===== src/rtl/ocxo_pps_discipline.sv =====
// OCXO disciplining against GPS 1PPS: interval measurement, proportional loop, 3-wire SPI DAC writer.
// Optional fan tachometer period measurement is enabled by defining FAN_TACH_EN.
module ocxo_pps_discipline #(
  parameter int unsigned NOMINAL  = 10000000,
  parameter int          KP       = 16,
  parameter int          MAX_ERR  = 1000,
  parameter logic [15:0] DAC_INIT = 16'h8000,
  parameter int          SPI_DIV  = 4
) (
  input  logic        clk,
  input  logic        rst,
  input  logic        gps_1pps,
  input  logic        fan_tach,
  output logic [31:0] pps_period,
  output logic [31:0] pps_error,
  output logic        pps_valid,
  output logic        pps_lost,
  output logic [15:0] dac_value,
  output logic [23:0] fan_period,
  output logic        dac_sclk,
  output logic        dac_cs_n,
  output logic        dac_sin
);

  localparam logic [31:0]        LP_NOMINAL  = 32'(NOMINAL);
  localparam logic [31:0]        LP_TIMEOUT  = 32'(2 * NOMINAL);
  localparam logic signed [31:0] LP_MAX_ERR  = 32'(MAX_ERR);
  localparam logic signed [33:0] LP_KP       = 34'(KP);
  localparam int                 DIV_W       = (SPI_DIV > 1) ? $clog2(SPI_DIV) : 1;
  localparam logic [DIV_W-1:0]   LP_DIV_LAST = DIV_W'(SPI_DIV - 1);

  typedef enum logic [2:0] {ST_IDLE, ST_LOW, ST_HIGH, ST_HOLD, ST_GAP} spi_state_t;

  logic r_pps_s1, r_pps_s2, r_pps_s3;
  logic w_pps_edge;

  logic [31:0] r_cnt;
  logic        r_armed;
  logic [31:0] r_pps_period;
  logic [31:0] r_pps_error;
  logic        r_pps_valid;
  logic        r_pps_lost;

  logic [15:0] r_dac;
  logic        r_pending;

  logic signed [33:0] w_err34;
  logic signed [33:0] w_next34;
  logic [15:0]        w_dac_sat;
  logic               w_err_ok;
  logic               w_loop_update;

  spi_state_t       r_state, w_state_next;
  logic [DIV_W-1:0] r_div, w_div_next;
  logic [4:0]       r_bit, w_bit_next;
  logic [23:0]      r_shift, w_shift_next;
  logic             r_sclk, w_sclk_next;
  logic             r_cs_n, w_cs_n_next;
  logic             w_spi_start;

  always_ff @(posedge clk or posedge rst) begin
    if (rst) begin
      r_pps_s1 <= 1'b0;
      r_pps_s2 <= 1'b0;
      r_pps_s3 <= 1'b0;
    end else begin
      r_pps_s1 <= gps_1pps;
      r_pps_s2 <= r_pps_s1;
      r_pps_s3 <= r_pps_s2;
    end
  end

  assign w_pps_edge = r_pps_s2 & ~r_pps_s3;

  // An edge always takes priority over the loss timeout in the same cycle.
  always_ff @(posedge clk or posedge rst) begin
    if (rst) begin
      r_cnt        <= 32'd0;
      r_armed      <= 1'b0;
      r_pps_period <= 32'd0;
      r_pps_error  <= 32'd0;
      r_pps_valid  <= 1'b0;
      r_pps_lost   <= 1'b1;
    end else begin
      r_pps_valid <= 1'b0;
      if (w_pps_edge) begin
        r_cnt   <= 32'd1;
        r_armed <= 1'b1;
        if (r_armed) begin
          r_pps_period <= r_cnt;
          r_pps_error  <= r_cnt - LP_NOMINAL;
          r_pps_valid  <= 1'b1;
          r_pps_lost   <= 1'b0;
        end
      end else begin
        if (r_cnt != 32'hFFFF_FFFF) begin
          r_cnt <= r_cnt + 32'd1;
        end
        if (r_armed && (r_cnt >= LP_TIMEOUT)) begin
          r_pps_lost <= 1'b1;
          r_armed    <= 1'b0;
        end
      end
    end
  end

  always_comb begin
    w_err34  = {{2{r_pps_error[31]}}, r_pps_error};
    w_next34 = $signed({18'd0, r_dac}) - (w_err34 * LP_KP);
    w_err_ok = ($signed(r_pps_error) <= LP_MAX_ERR) && ($signed(r_pps_error) >= -LP_MAX_ERR);
    if (w_next34[33]) begin
      w_dac_sat = 16'h0000;
    end else if (|w_next34[32:16]) begin
      w_dac_sat = 16'hFFFF;
    end else begin
      w_dac_sat = w_next34[15:0];
    end
    w_loop_update = r_pps_valid && w_err_ok && (w_dac_sat != r_dac);
  end

  // A new value arriving in the same cycle the transmitter latches a frame must stay pending.
  always_ff @(posedge clk or posedge rst) begin
    if (rst) begin
      r_dac     <= DAC_INIT;
      r_pending <= 1'b1;
    end else if (w_loop_update) begin
      r_dac     <= w_dac_sat;
      r_pending <= 1'b1;
    end else if (w_spi_start) begin
      r_pending <= 1'b0;
    end
  end

  always_ff @(posedge clk or posedge rst) begin
    if (rst) begin
      r_state <= ST_IDLE;
      r_div   <= '0;
      r_bit   <= 5'd0;
      r_shift <= 24'd0;
      r_sclk  <= 1'b0;
      r_cs_n  <= 1'b1;
    end else begin
      r_state <= w_state_next;
      r_div   <= w_div_next;
      r_bit   <= w_bit_next;
      r_shift <= w_shift_next;
      r_sclk  <= w_sclk_next;
      r_cs_n  <= w_cs_n_next;
    end
  end

  // Data moves on the falling SCLK edge so it is stable a full half-period before the DAC samples.
  always_comb begin
    w_state_next = r_state;
    w_div_next   = r_div;
    w_bit_next   = r_bit;
    w_shift_next = r_shift;
    w_sclk_next  = r_sclk;
    w_cs_n_next  = r_cs_n;
    w_spi_start  = 1'b0;
    case (r_state)
      ST_IDLE: begin
        if (r_pending) begin
          w_spi_start  = 1'b1;
          w_shift_next = {8'h00, r_dac};
          w_cs_n_next  = 1'b0;
          w_div_next   = '0;
          w_bit_next   = 5'd0;
          w_state_next = ST_LOW;
        end
      end
      ST_LOW: begin
        if (r_div == LP_DIV_LAST) begin
          w_sclk_next  = 1'b1;
          w_div_next   = '0;
          w_state_next = ST_HIGH;
        end else begin
          w_div_next = r_div + DIV_W'(1);
        end
      end
      ST_HIGH: begin
        if (r_div == LP_DIV_LAST) begin
          w_sclk_next = 1'b0;
          w_div_next  = '0;
          if (r_bit == 5'd23) begin
            w_state_next = ST_HOLD;
          end else begin
            w_bit_next   = r_bit + 5'd1;
            w_shift_next = {r_shift[22:0], 1'b0};
            w_state_next = ST_LOW;
          end
        end else begin
          w_div_next = r_div + DIV_W'(1);
        end
      end
      ST_HOLD: begin
        if (r_div == LP_DIV_LAST) begin
          w_cs_n_next  = 1'b1;
          w_shift_next = 24'd0;
          w_div_next   = '0;
          w_state_next = ST_GAP;
        end else begin
          w_div_next = r_div + DIV_W'(1);
        end
      end
      ST_GAP: begin
        if (r_div == LP_DIV_LAST) begin
          w_div_next   = '0;
          w_state_next = ST_IDLE;
        end else begin
          w_div_next = r_div + DIV_W'(1);
        end
      end
      default: begin
        w_state_next = ST_IDLE;
      end
    endcase
  end

`ifdef FAN_TACH_EN
  logic        r_fan_s1, r_fan_s2, r_fan_s3;
  logic        w_fan_edge;
  logic        r_fan_armed;
  logic [23:0] r_fan_cnt;
  logic [23:0] r_fan_period;

  assign w_fan_edge = r_fan_s2 & ~r_fan_s3;

  always_ff @(posedge clk or posedge rst) begin
    if (rst) begin
      r_fan_s1     <= 1'b0;
      r_fan_s2     <= 1'b0;
      r_fan_s3     <= 1'b0;
      r_fan_armed  <= 1'b0;
      r_fan_cnt    <= 24'd0;
      r_fan_period <= 24'd0;
    end else begin
      r_fan_s1 <= fan_tach;
      r_fan_s2 <= r_fan_s1;
      r_fan_s3 <= r_fan_s2;
      if (w_fan_edge) begin
        r_fan_cnt   <= 24'd1;
        r_fan_armed <= 1'b1;
        if (r_fan_armed) begin
          r_fan_period <= r_fan_cnt;
        end
      end else if (r_fan_cnt != 24'hFF_FFFF) begin
        r_fan_cnt <= r_fan_cnt + 24'd1;
      end
    end
  end

  assign fan_period = r_fan_period;
`else
  logic w_fan_unused;
  assign w_fan_unused = fan_tach;
  assign fan_period   = 24'd0;
`endif

  assign pps_period = r_pps_period;
  assign pps_error  = r_pps_error;
  assign pps_valid  = r_pps_valid;
  assign pps_lost   = r_pps_lost;
  assign dac_value  = r_dac;
  assign dac_sclk   = r_sclk;
  assign dac_cs_n   = r_cs_n;
  assign dac_sin    = r_shift[23];

endmodule


===== config.mk =====
export PLATFORM = sky130hd
export DESIGN_NAME = ocxo_pps_discipline
export DESIGN_NICKNAME = d
export VERILOG_FILES = /design/src/rtl/ocxo_pps_discipline.sv
export SDC_FILE = /design/constraint.sdc
export NUM_CORES = 1
export LEC_CHECK = 0
export BUFFER_PORTS_ARGS = -buffer_cell sky130_fd_sc_hd__buf_2
export CORE_MARGIN = 4
export CORE_UTILIZATION = 45
export CTS_CLUSTER_DIAMETER = 150
export DETAILED_ROUTE_END_ITERATION = 10
export PLACE_DENSITY = 0.67
export SETUP_SLACK_MARGIN = 0.02
export SLEW_MARGIN = 20
export SYNTH_ARGS = -nofsm -noshare
export SYNTH_HDL_FRONTEND = slang
export SYNTH_SLANG_ARGS = --single-unit

===== constraint.sdc =====
create_clock -name clk -period 15.9 [get_ports clk]
set_clock_uncertainty 0.15 [all_clocks]
set_input_delay 3.18 -clock clk [delete_from_list [all_inputs] [get_ports clk]]
set_output_delay 3.18 -clock clk [all_outputs]
set_load 0.02 [all_outputs]

# Yosys cells after proc, flatten, opt, wreduce, memory -nomap -nowiden
# Cells that the tools add are included.
[totals]
reg_bits = 155
latchBits = 0
ramBits = 0
romBits = 0
inputBits = 4
output_inout_bits = 109
word_cells = 104
mem_count = 0
[classes]
add_sub_neg = 5
multipliers = 0
div_mod_pow = 0
n_lt_le_gt_ge = 3
eq_ne = 15
shift = 0
n_mux = 39
bitwise_logic = 2
reduce_logical = 23
[ops]
columns = ["operator", "n"]
rows = [
  ["$mux W24", 4],
  ["$pmux W24 S3", 1],
  ["$mux W32", 2],
  ["$sub A17 B34 Y34", 1],
  ["$add A32 B1 Y32 const B", 1],
  ["$ge A32 B11 Y1 const B", 1],
  ["$ge A32 B25 Y1 const B", 1],
  ["$le A32 B11 Y1 const B", 1],
  ["$mux W16", 2],
  ["$ne A32 B32 Y1 const B", 1],
  ["$sub A32 B24 Y32 const B", 1],
  ["$reduce_or A17 Y1", 1],
  ["$ne A16 B16 Y1", 1],
  ["$mux W3", 5],
  ["$mux W5", 3],
  ["$pmux W3 S5", 1],
  ["$mux W1", 14],
  ["$reduce_bool A2 Y1", 7],
  ["$ne A2 B2 Y1 const B", 6],
  ["$pmux W5 S2", 1],
  ["$reduce_and A5 Y1", 2],
  ["$eq A3 B2 Y1 const B", 2],
  ["$mux W2", 3],
  ["$reduce_and A2 Y1", 3],
  ["other kinds (17)", 22],
]

# Longest topological paths before layout
[logic_depth]
depth_word = 7
depth_mapped = 18
ltp_nobuf = 15

# Worst setup path before layout
# No wires, ideal clock.
[synth_timing]
path_type = "register -> register"
from = "register r_dac[4], in the netlist dac_value[4]"
to = "register r_dac[10], in the netlist dac_value[10]"
t_arrival_ns = 3.904
t_required_ns = 15.672
slack_ns = 11.768
stages_incl_launch_ff = 18
n_path_buf = 2
synth_period_minus_slack_ns = 4.132
cell_sequence = "dfrtp_1 > inv_1 > ha_1 > fa_1 > nand2b_1 > a21oi_1 > o21ai_1 > a2111oi_2 > xnor2_1 > nor4_4 > nand3_2 > or4_1 > a211oi_1 > a21o_2 > a31o_1 > buf_6 > buf_8 > o2bb2ai_1"
[synth_between]
elab_chain_cells = 6
[synth_rtl]
columns = ["item", "line", "rtl"]
rows = [
  ["start, declared", "44", "logic [15:0] r_dac;"],
  ["start signal, assigned", "127", "r_dac <= w_dac_sat;"],
  ["$sub A17 B34 Y34", "109", "w_next34 = $signed({18'd0, r_dac}) - (w_err34 * LP_KP);"],
  ["$reduce_or A17 Y1", "113", "end else if (|w_next34[32:16]) begin"],
  ["$mux W16", "113", ""],
  ["$mux W16", "111", "if (w_next34[33]) begin"],
  ["$ne A16 B16 Y1", "118", "w_loop_update = r_pps_valid && w_err_ok && (w_dac_sat != r_dac);"],
  ["$logic_and A1 B1 Y1", "118", ""],
]
# Parallel ways exist; a longest one is shown, timed or not.
# A chain may end at the register's enable or synchronous reset.

==> impl_metrics.ini <==
[outcome]
status = finished clean

[critical_path]
endpoint_kind = register
crit_family = compound AO/OA/AOI/OAI gates
cp_cell_sequence = ha_1 -> fa_1 -> nand2b_1 -> a21oi_1 -> o21ai_1 -> a2111oi_2 -> xnor2_1 -> nor4_4 -> nand3_2 -> or4_1 -> a211oi_1 -> a21o_2 -> a31o_1 -> o22a_1
cp.required_ps = 16110
max_stage_delay_ps = 590
cp_max_fo = 21
critPathLaunchType = register
crit_buf_inv = 0
setup.worst_path.class = reg2reg
crit_arrival_ps = 5510
rrSetupSlack_ps = 10600
slowest_stage = a31o_1

[sta]
slew_viol_final = 0
tightest_slew_ps = 1040
rsz0062_at_grt = no
fin_crit_ps = 5300
clock.fmax_ghz = 0.189
setup_tns_ps = 0
hold_viol_final = 0
period_share_pct = 33.3
relSlewSlack_pct = 30.1
setup_viol = 0

[power]
powerDensity_mw_per_mm2 = 106
vdd_drop_max_v = 0.0000853
leakagePower_nw = 4.44

[clock_network]
path_clk_slew_ps = 70
cts_resized = 0
root_buffer = clkbuf_16
cts_sinks = 148
numCtsBuffers = 17
clk_latency_ps = 430
post_cts.repair.setup_buffers = 0
ctsHoldBuffers = 0
cts_tree = built
clk_path_buf_depth = 2
cts_max_level = 4

[yosys]
netlist_area_mm2 = 0.00881
synth_edf_count = 0
synth-seq-cells = 148
synth_area_leader_cell = dfrtp_1
yosysSeqAreaShare_pct = 42.1
ys_warn_count = 0
synthTopCellsByArea = dfrtp_1 41%, nand2_1 4.5%, nor2_1 4.1%
synth_cells = 980
synth_cell_types = 82
yosys_most_used_dff = dfrtp_1
synthArstFlopShare_pct = 100
avgSynthCellArea_um2 = 8.99
yosysTopAreaCellShare_pct = 40.9

[route]
routedWlPerCell_um = 16.3
drc_errors = 0
drt_iter0_drc = 387
vias_per_cell = 5.53
routed-via-count = 7163
drt-pass1-iter-count = 4
drt_wl_total_um = 21100
final_antenna_net_count = 0

[floorplan]
ios = 113
die_width_um = 148
initial_core_util_pct = 46.5
core_area_mm2 = 0.0190
row_count = 50
die_h_um = 148
die_area_mm2 = 0.0219

[finish]
area_delta_synth_final_pct = 11.2
final_cells = 1295
final_area_mm2 = 0.00979
antenna_cells = 0
final_nets = 1045
final_layout_size_suffix_gt1_share_pct = 16.6
final_cell_mix = 144 x dfrtp_1, 106 x nand2_1, 97 x nor2_1
fillCellCount = 1788
final_common_cell = dfrtp_1

[hold_path]
hold_class = reg2reg

[placed_design]
port_buffers = 87
dpl.cell_count = 1263
place_congestion = 0.855
dp_hpwl_um = 15200
placed_cell_area_mm2 = 0.00922

[global_routing]
grt_pass1_wl_um = 34700
grt.overflow.total = 0
antenna_found_initial = 0
grt_max_degree = 85
grt_use_total_pct = 19.4
grt_pass1_vias = 6701

[run]
cap_violations = 0
## registers in the layout, indices dropped and copies added, names as in the netlist, 2 cells and up
name	count
r_bit	5
dac_value	16
r_div	2
pps_period	32
r_shift	24
r_state	3
r_cnt	32
pps_error	25
## through the flow
| step | utilization (%) | total power [mW] | setup slack (ps) | hold WS, ps |
|---|---|---|---|---|
| after floorplan | - | 0.603 | 8600 | 181 |
| after global placement | 48.7 | 0.647 | 10700 | 185 |
| after detailed placement | 48.7 | 0.653 | 10680 | 192 |
| after CTS | 51.7 | 1.04 | 10640 | 206 |
| after global routing | 51.7 | 1.08 | 10240 | 214 |
| final | 51.7 | 1.03 | 10600 | 200 |
## routing by layer
metal / wire length, um / vias up / global-route usage (%)
met2: 10300 / 129 / 32.0
met4: 432 / 0 / 5.87
met1: 9700 / 3505 / 26.1
met5: 0 / - / 0
li1: - / 3502 / -
met3: 698 / 27 / 3.56
## final timing paths
path | startpoint | endpoint | depth (start not counted)
worst min register to register | r_pps_s1$_DFF_PP0_ | r_pps_s2$_DFF_PP0_ | 0
worst max-delay path | pps_period[0]$_DFFE_PP0P_ | dac_value[1]$_DFFE_PP0P_ | 14
worst max register to register | pps_period[0]$_DFFE_PP0P_ | dac_value[1]$_DFFE_PP0P_ | 14
max in group asynchronous | rst | pps_error[30]$_DFFE_PP0P_ | 3
min in group asynchronous | rst | dac_value[6]$_DFFE_PP0P_ | 2
worst min-delay path | r_pps_s1$_DFF_PP0_ | r_pps_s2$_DFF_PP0_ | 0
## synthesized netlist by cell type, types with 17 or more instances
master / number
nand2_1: 106
nand3_1: 33
xor2_1: 37
clkbuf_1: 50
buf_4: 33
dfrtp_1: 144
o21ai_0: 63
ha_1: 18
inv_1: 40
nor2_1: 97
nand4_1: 22
xnor2_1: 33
mux2_2: 24
nor3_1: 17
a21oi_1: 48
## report_power, final
group | switching [mW] | total [mW] | internal [mW]
Clock | 0.166 | 0.388 | 0.222
Combinational | 0.127 | 0.194 | 0.0676
Sequential | 0.0387 | 0.452 | 0.413
## final cells by class
type | count | area, um2 | area share (%)
clock buffers | 19 | 443 | 4.52
clock inverters | 13 | 124 | 1.27
inverters | 40 | 155 | 1.58
multi-input cells | 721 | 4550 | 46.4
flip-flops and latches | 148 | 3710 | 37.9
well taps | 260 | 325 | 3.32
repair buffers | 94 | 488 | 4.98
## cells by family (layout without fill, tap and decap cells)
kind of cell / after synthesis / in the layout / synth area share (%)
multiplexers: 27 / 27 / 3.41
other: 1 / 24 / 0.0426
AO/OA/AOI/OAI: 219 / 219 / 16.5
flip-flops: 148 / 148 / 42.1
AND/OR/NAND/NOR: 362 / 362 / 20.8
XOR/XNOR: 70 / 70 / 6.96
adder cells (fa/ha/maj): 19 / 19 / 2.78
buffers and inverters: 134 / 166 / 7.43
No activity file was read; power rests on OpenSTA's default activity.
